`src/rtl/act_collector.sv`:
```
// Activation collector: buffers up to LANE_NUM result lanes in per-lane FIFOs and
// serializes them round-robin onto one output-buffer write port with layer completion.
module act_collector #(
  parameter int LANE_NUM      = 17,
  parameter int ADDRESS_WIDTH = 10,
  parameter int DATA_WIDTH    = 8,
  parameter int FIFO_DEPTH    = 4
) (
  input  logic                     clk,
  input  logic                     rst,
  input  logic                     start_i,
  input  logic [LANE_NUM-1:0]      lane_en_i,
  input  logic                     act_valid_i          [LANE_NUM],
  input  logic                     act_last_i           [LANE_NUM],
  input  logic [DATA_WIDTH-1:0]    act_result_i         [LANE_NUM],
  input  logic [ADDRESS_WIDTH-1:0] act_result_address_i [LANE_NUM-1],
  output logic                     wr_en_o,
  output logic [4:0]               wr_lane_o,
  output logic [ADDRESS_WIDTH-1:0] wr_addr_o,
  output logic [DATA_WIDTH-1:0]    wr_data_o,
  output logic                     wr_last_o,
  output logic                     busy_o,
  output logic                     done_o,
  output logic                     overflow_o
);

  localparam int PTR_W   = (FIFO_DEPTH > 1) ? $clog2(FIFO_DEPTH) : 1;
  localparam int CNT_W   = $clog2(FIFO_DEPTH + 1);
  localparam int LANE_W  = 5;
  localparam int FC_LANE = LANE_NUM - 1;

  typedef enum logic {
    ST_IDLE,
    ST_ACTIVE
  } state_t;

  state_t state_q, state_d;

  logic [DATA_WIDTH-1:0]    mem_data [LANE_NUM][FIFO_DEPTH];
  logic [ADDRESS_WIDTH-1:0] mem_addr [LANE_NUM][FIFO_DEPTH];
  logic                     mem_last [LANE_NUM][FIFO_DEPTH];
  logic [PTR_W-1:0]         wr_ptr   [LANE_NUM];
  logic [PTR_W-1:0]         rd_ptr   [LANE_NUM];
  logic [CNT_W-1:0]         count    [LANE_NUM];
  logic [ADDRESS_WIDTH-1:0] lane_addr [LANE_NUM];

  logic [LANE_NUM-1:0]      lane_en_q;
  logic [LANE_NUM-1:0]      done_flag;
  logic [LANE_NUM-1:0]      empty;
  logic [LANE_NUM-1:0]      push_req;
  logic [LANE_NUM-1:0]      push_ok;
  logic [LANE_NUM-1:0]      drop;
  logic [LANE_NUM-1:0]      pop;

  logic [LANE_W-1:0]        rr_ptr;
  logic [LANE_W-1:0]        arb_idx;
  logic [LANE_W-1:0]        grant_idx;
  logic                     grant_vld;
  logic [ADDRESS_WIDTH-1:0] fc_addr;
  logic                     busy;
  logic                     layer_complete;
  logic                     done_d;

  assign busy   = (state_q == ST_ACTIVE);
  assign busy_o = busy;

  // The FC lane carries no address; it is numbered by an internal beat counter.
  for (genvar g = 0; g < LANE_NUM; g++) begin : g_lane_addr
    if (g == FC_LANE) begin : g_fc
      assign lane_addr[g] = fc_addr;
    end else begin : g_conv
      assign lane_addr[g] = act_result_address_i[g];
    end
  end

  always_comb begin
    for (int i = 0; i < LANE_NUM; i++) begin
      empty[i] = (count[i] == '0);
    end
  end

  // Round-robin search begins at rr_ptr, the lane following the last grant.
  always_comb begin
    grant_vld = 1'b0;
    grant_idx = '0;
    arb_idx   = '0;
    for (int k = 0; k < LANE_NUM; k++) begin
      arb_idx = LANE_W'((int'(rr_ptr) + k) % LANE_NUM);
      if (!grant_vld && busy && !empty[arb_idx]) begin
        grant_vld = 1'b1;
        grant_idx = arb_idx;
      end
    end
  end

  // A push into a full FIFO still succeeds when that FIFO is popped in the same cycle.
  always_comb begin
    pop      = '0;
    push_req = '0;
    push_ok  = '0;
    drop     = '0;
    for (int i = 0; i < LANE_NUM; i++) begin
      pop[i]      = grant_vld && !start_i && (grant_idx == LANE_W'(i));
      push_req[i] = busy && !start_i && lane_en_q[i] && act_valid_i[i];
      push_ok[i]  = push_req[i] && !done_flag[i] &&
                    ((count[i] < CNT_W'(FIFO_DEPTH)) || pop[i]);
      drop[i]     = push_req[i] && !push_ok[i];
    end
  end

  assign layer_complete = (&(done_flag | ~lane_en_q)) && (&empty);

  always_comb begin
    state_d = state_q;
    done_d  = 1'b0;
    if (start_i) begin
      state_d = (|lane_en_i) ? ST_ACTIVE : ST_IDLE;
      done_d  = ~|lane_en_i;
    end else if (busy && layer_complete) begin
      state_d = ST_IDLE;
      done_d  = 1'b1;
    end
  end

  // NOTE: sequential state uses non-blocking assignments so every register samples
  // pre-edge values regardless of statement order.
  always_ff @(posedge clk or posedge rst) begin
    if (rst) begin
      for (int i = 0; i < LANE_NUM; i++) begin
        wr_ptr[i] <= '0;
        rd_ptr[i] <= '0;
        count[i]  <= '0;
      end
      done_flag <= '0;
    end else if (start_i) begin
      for (int i = 0; i < LANE_NUM; i++) begin
        wr_ptr[i] <= '0;
        rd_ptr[i] <= '0;
        count[i]  <= '0;
      end
      done_flag <= '0;
    end else begin
      for (int i = 0; i < LANE_NUM; i++) begin
        if (push_ok[i]) wr_ptr[i] <= wr_ptr[i] + PTR_W'(1);
        if (pop[i])     rd_ptr[i] <= rd_ptr[i] + PTR_W'(1);
        count[i] <= count[i] + CNT_W'(push_ok[i]) - CNT_W'(pop[i]);
        // A dropped last beat still closes the lane so the layer can finish.
        done_flag[i] <= done_flag[i] | (pop[i] & mem_last[i][rd_ptr[i]])
                                     | (drop[i] & act_last_i[i]);
      end
    end
  end

  // NOTE: FIFO storage has no reset; pointers and counts alone define validity,
  // so clearing them discards every buffered entry.
  always_ff @(posedge clk) begin
    for (int i = 0; i < LANE_NUM; i++) begin
      if (push_ok[i]) begin
        mem_data[i][wr_ptr[i]] <= act_result_i[i];
        mem_addr[i][wr_ptr[i]] <= lane_addr[i];
        mem_last[i][wr_ptr[i]] <= act_last_i[i];
      end
    end
  end

  always_ff @(posedge clk or posedge rst) begin
    if (rst) begin
      state_q    <= ST_IDLE;
      done_o     <= 1'b0;
      lane_en_q  <= '0;
      rr_ptr     <= '0;
      fc_addr    <= '0;
      overflow_o <= 1'b0;
      wr_en_o    <= 1'b0;
      wr_lane_o  <= '0;
      wr_addr_o  <= '0;
      wr_data_o  <= '0;
      wr_last_o  <= 1'b0;
    end else begin
      state_q <= state_d;
      done_o  <= done_d;
      wr_en_o <= grant_vld && !start_i;
      if (start_i) begin
        lane_en_q  <= lane_en_i;
        rr_ptr     <= '0;
        fc_addr    <= '0;
        overflow_o <= 1'b0;
      end else begin
        if (grant_vld) begin
          wr_lane_o <= grant_idx;
          wr_addr_o <= mem_addr[grant_idx][rd_ptr[grant_idx]];
          wr_data_o <= mem_data[grant_idx][rd_ptr[grant_idx]];
          wr_last_o <= mem_last[grant_idx][rd_ptr[grant_idx]];
          rr_ptr    <= (grant_idx == LANE_W'(FC_LANE)) ? '0 : grant_idx + LANE_W'(1);
        end
        if (push_ok[FC_LANE]) fc_addr <= fc_addr + ADDRESS_WIDTH'(1);
        if (|drop) overflow_o <= 1'b1;
      end
    end
  end

endmodule
```
`config.mk`:
```
export PLATFORM = sky130hd
export DESIGN_NAME = act_collector
export DESIGN_NICKNAME = d
export VERILOG_FILES = /design/src/rtl/act_collector.sv
export SDC_FILE = /design/constraint.sdc
export NUM_CORES = 2
export LEC_CHECK = 0
export BUFFER_PORTS_ARGS = -buffer_cell sky130_fd_sc_hd__buf_4
export CORE_MARGIN = 1.5
export CORE_UTILIZATION = 50
export CTS_BUF_LIST = sky130_fd_sc_hd__clkbuf_4 sky130_fd_sc_hd__clkbuf_8
export DETAILED_ROUTE_END_ITERATION = 6
export HOLD_SLACK_MARGIN = 0.03
export MAX_ROUTING_LAYER = met4
export PLACE_DENSITY = 0.67
export SYNTH_ARGS = -nofsm -noshare
export SYNTH_HDL_FRONTEND = slang
export SYNTH_SLANG_ARGS = --single-unit
export TNS_END_PERCENT = 50
```
`constraint.sdc`:
```
create_clock -name clk -period 36.1 [get_ports clk]
set_input_delay 1.805 -clock clk [delete_from_list [all_inputs] [get_ports clk]]
set_output_delay 1.805 -clock clk [all_outputs]
set_load 0.03 [all_outputs]
```
==> key figures <==
Drt
  • DR vias/cell: 6.694
  • Routed len/inst: 33.86 um
  • Starting DRT DRC Count: 9759
  • Antenna Violating Nets Remaining: 0
  • First-pass detailed-route iteration total: 6
  • DRC viols: 0
  • Vias: 62290
  • DRT Wirelength: 315100 um

Floorplan
  • Site Rows: 143
  • Ports: 378
  • Chip Height: 395.2 um
  • Die Wd: 395.2 um
  • Die area: 156200 sq um
  • Initial Util: 50.50%
  • Core box area: 152300 sq um

Clocking
  • CTS Buf Count: 222
  • CTS tree: built
  • Clock root cell: clkbuf_8
  • CTS Sinks: 1488
  • Post-cts sizing count: 0
  • # hold bufs at CTS: 0
  • # Post-CTS Setup Buffers: 0
  • Clk buf depth: 3
  • H-tree levels: 4
  • Worst-path clk slew: 0.09 ns
  • Later-pin clock latency in the skew report: 1.02 ns

Worst setup path
  • Most numerous cell on the critical path: buf_4
  • Crit path max fanout: 69
  • Slowest-stage cell, CP: a221oi_1
  • Crit path kind: reg2reg
  • R2R cell count: 35
  • CP endpoint kind: register
  • FF-to-FF Start: rr_ptr[0]$_DFFE_PP0P_
  • Reg2reg setup slack: 22.13 ns
  • Slowest Stage Delay on Critical Path: 0.85 ns
  • CP arrival: 14.87 ns
  • Crit start category: register
  • CP Data Required Time: 37.00 ns
  • Critical R2R Capture: wr_data_o[4]$_DFFE_PP0N_

Synthesis
  • Ranking of synthesized cells by area: edfxtp_1 (50%), dfrtp_1 (6.4%), mux2i_1 (5.7%)
  • Synth top area share: 50.45%
  • Biggest area consumer among synthesized cells: edfxtp_1
  • Syn avg cell area: 11.54 sq um
  • Fraction of registers with async set/reset: 13.17%
  • Synth Flop Type: edfxtp_1
  • EDFF count, synth: 1292
  • Register area share after synthesis: 56.83%
  • Cell count after synthesis: 6666
  • Synth Warn #: 0
  • Synth Register Bits: 1488
  • Syn Nets: 7225
  • Post-Syn Area: 76900 sq um
  • Post-synth cell types: 125

Cells and area
  • Final nets: 7608
  • Area growth, synth to finish: 12.76%
  • Layout cells sized above 1: 15.96%
  • Final Cell Area: 86710 sq um

Global routing
  • First-pass GRT wire length: 436000 um
  • Largest net degree at the start of global routing: 156
  • Vias in the first global route: 57910
  • Initial antenna violation count: 30
  • GR Util All Layers: 40.68%
  • Overflow after GRT: 0

Timing
  • Final period util: 38.70%
  • Max_slew headroom: 9.159%
  • Final Max Slew Viols: 0
  • Clock Skew: 0.06598 ns
  • Final setup violation count: 0
  • Setup TNS: 0 ns
  • Final count of hold timing violations: 0
  • Worst-margin pin slew: 1.358 ns
  • Worst hold slack: 0.4976 ns
  • Final min period: 13.97 ns
  • Max Fclk: 0.07157 GHz
  • RSZ-0062 raised after global routing: false

Placement
  • # port buffers: 377
  • GPL Wtd Cong: 1.062
  • HPWL after DPL: 218300 um
  • Cell area after placement: 82060 sq um

Min path
  • Worst Hold Path EP: wr_lane_o[0]$_DFFE_PP0N_
  • Hold Crit Start: wr_lane_o[0]$_DFFE_PP0N_
  • HP Class: reg2reg
  • Worst hold path cell count: 2

Outcome
  • Status: finished clean

Run
  • Max-Cap Viols: 0
-- registers in the layout, indices dropped and copies added (netlist names), 8 cells and up --
signal,count
mem_addr,680
fc_addr,10
wr_data_o,8
wr_ptr,34
rd_ptr,34
mem_data,544
count,51
lane_en_q,17
done_flag,17
wr_addr_o,10
mem_last,68
-- critical path: cells and delay by family (launching register included) --
family,cells,cell delay [ns]
compound gates,10,4.22
buf+inv,8,4.05
simple gates,9,2.38
fa+ha+maj,3,1.08
mux,3,0.94
flops,1,0.49
xor+xnor,2,0.46
-- cells in the mapped netlist (21+ instances only) --
| cell | count |
|---|---|
| edfxtp_1 | 1292 |
| nand2_1 | 1060 |
| mux2i_1 | 440 |
| nor2_1 | 329 |
| a21oi_1 | 245 |
| nand3_1 | 222 |
| clkbuf_1 | 208 |
| inv_1 | 206 |
| dfrtp_1 | 196 |
| ha_1 | 192 |
| o21ai_0 | 178 |
| buf_2 | 121 |
| xnor2_1 | 121 |
| nor3_1 | 111 |
| and3_1 | 110 |
| and2_1 | 99 |
| a31oi_1 | 97 |
| o22ai_1 | 96 |
| a211oi_1 | 75 |
| nor4_1 | 63 |
| nor2b_1 | 60 |
| mux2_2 | 54 |
| a311oi_1 | 51 |
| o211ai_1 | 51 |
| a221oi_1 | 46 |
| nand2b_1 | 42 |
| or3_1 | 40 |
| buf_1 | 38 |
| nand3b_1 | 38 |
| nand4_1 | 37 |
| a32oi_1 | 35 |
| o31ai_1 | 35 |
| a21o_1 | 34 |
| mux4_2 | 34 |
| buf_4 | 32 |
| xor2_1 | 31 |
| o21a_1 | 25 |
| a32o_1 | 22 |
| a211o_1 | 21 |
| or4_1 | 21 |
-- routing by layer --
metal  GRT usage (%)  up-vias  part of all wire (%)
met2           57.29     4924                    43
met4           22.83        0                   6.5
met1           53.14    30577                    37
met5               -        -                     0
met3           10.93      916                    14
li1                -    25873                     -
-- cells in the final DEF, fill, tap and decap left out, types with 121 or more instances in the layout --
cell | Yosys | layout
dfrtp_1 | 196 | 193
inv_1 | 206 | 204
nand3_1 | 222 | 222
ha_1 | 192 | 192
nand2_1 | 1060 | 1060
buf_4 | 32 | 568
nor2_1 | 329 | 327
mux2i_1 | 440 | 440
o21ai_0 | 178 | 178
edfxtp_1 | 1292 | 1292
clkbuf_8 | 0 | 241
xnor2_1 | 121 | 121
a21oi_1 | 245 | 244
-- worst max-delay path by stage --
stage / start / endpoint / slack [ns]
after floorplan: rr_ptr[0]$_DFFE_PP0P_ / count[5]$_DFF_PP0_ / 23.60
after global placement: rr_ptr[0]$_DFFE_PP0P_ / wr_data_o[4]$_DFFE_PP0N_ / 22.80
after detailed placement: rr_ptr[0]$_DFFE_PP0P_ / wr_data_o[4]$_DFFE_PP0N_ / 22.74
after CTS: rr_ptr[0]$_DFFE_PP0P_ / wr_data_o[4]$_DFFE_PP0N_ / 22.69
after global routing: rr_ptr[0]$_DFFE_PP0P_ / wr_data_o[4]$_DFFE_PP0N_ / 21.75
final: rr_ptr[0]$_DFFE_PP0P_ / wr_data_o[4]$_DFFE_PP0N_ / 22.13
-- cell families (layout without fill, tap and decap cells) --
| kind of cell | after synthesis | count (layout) | share of synthesized area, % |
|---|---|---|---|
| xor+xnor | 158 | 158 | 1.874 |
| compound gates | 1319 | 1319 | 12.24 |
| mux | 533 | 533 | 7.665 |
| other cells | 0 | 36 | 0 |
| flops | 1488 | 1488 | 56.83 |
| fa+ha+maj | 209 | 209 | 3.567 |
| buf+inv | 632 | 1205 | 3.570 |
| simple gates | 2327 | 2327 | 14.25 |
-- per-stage QoR --
step | cells | util [%] | worst slack, ns
after CTS | 9269 | 56.89 | 22.69
after detailed placement | 8855 | 53.89 | 22.74
after global routing | 9299 | 56.94 | 21.75
after floorplan | 6666 | - | 23.60
after global placement | 8855 | 53.89 | 22.80
final | 9305 | 56.95 | 22.13
-- final cells by class --
cell class | instances | area, sq um
inverters | 219 | 848.3
flip-flops and latches | 1488 | 43710
multi-input cells | 4546 | 30620
well taps | 2030 | 2540
fillers | 12625 | 65560
clock buffers | 318 | 3895
repair buffers | 572 | 4335
clock inverters | 96 | 665.6
diodes | 36 | 90.09
Power is left out: the tool's default activity adds up to more than one toggle a clock period on the data nets, which glitch-free logic cannot reach.
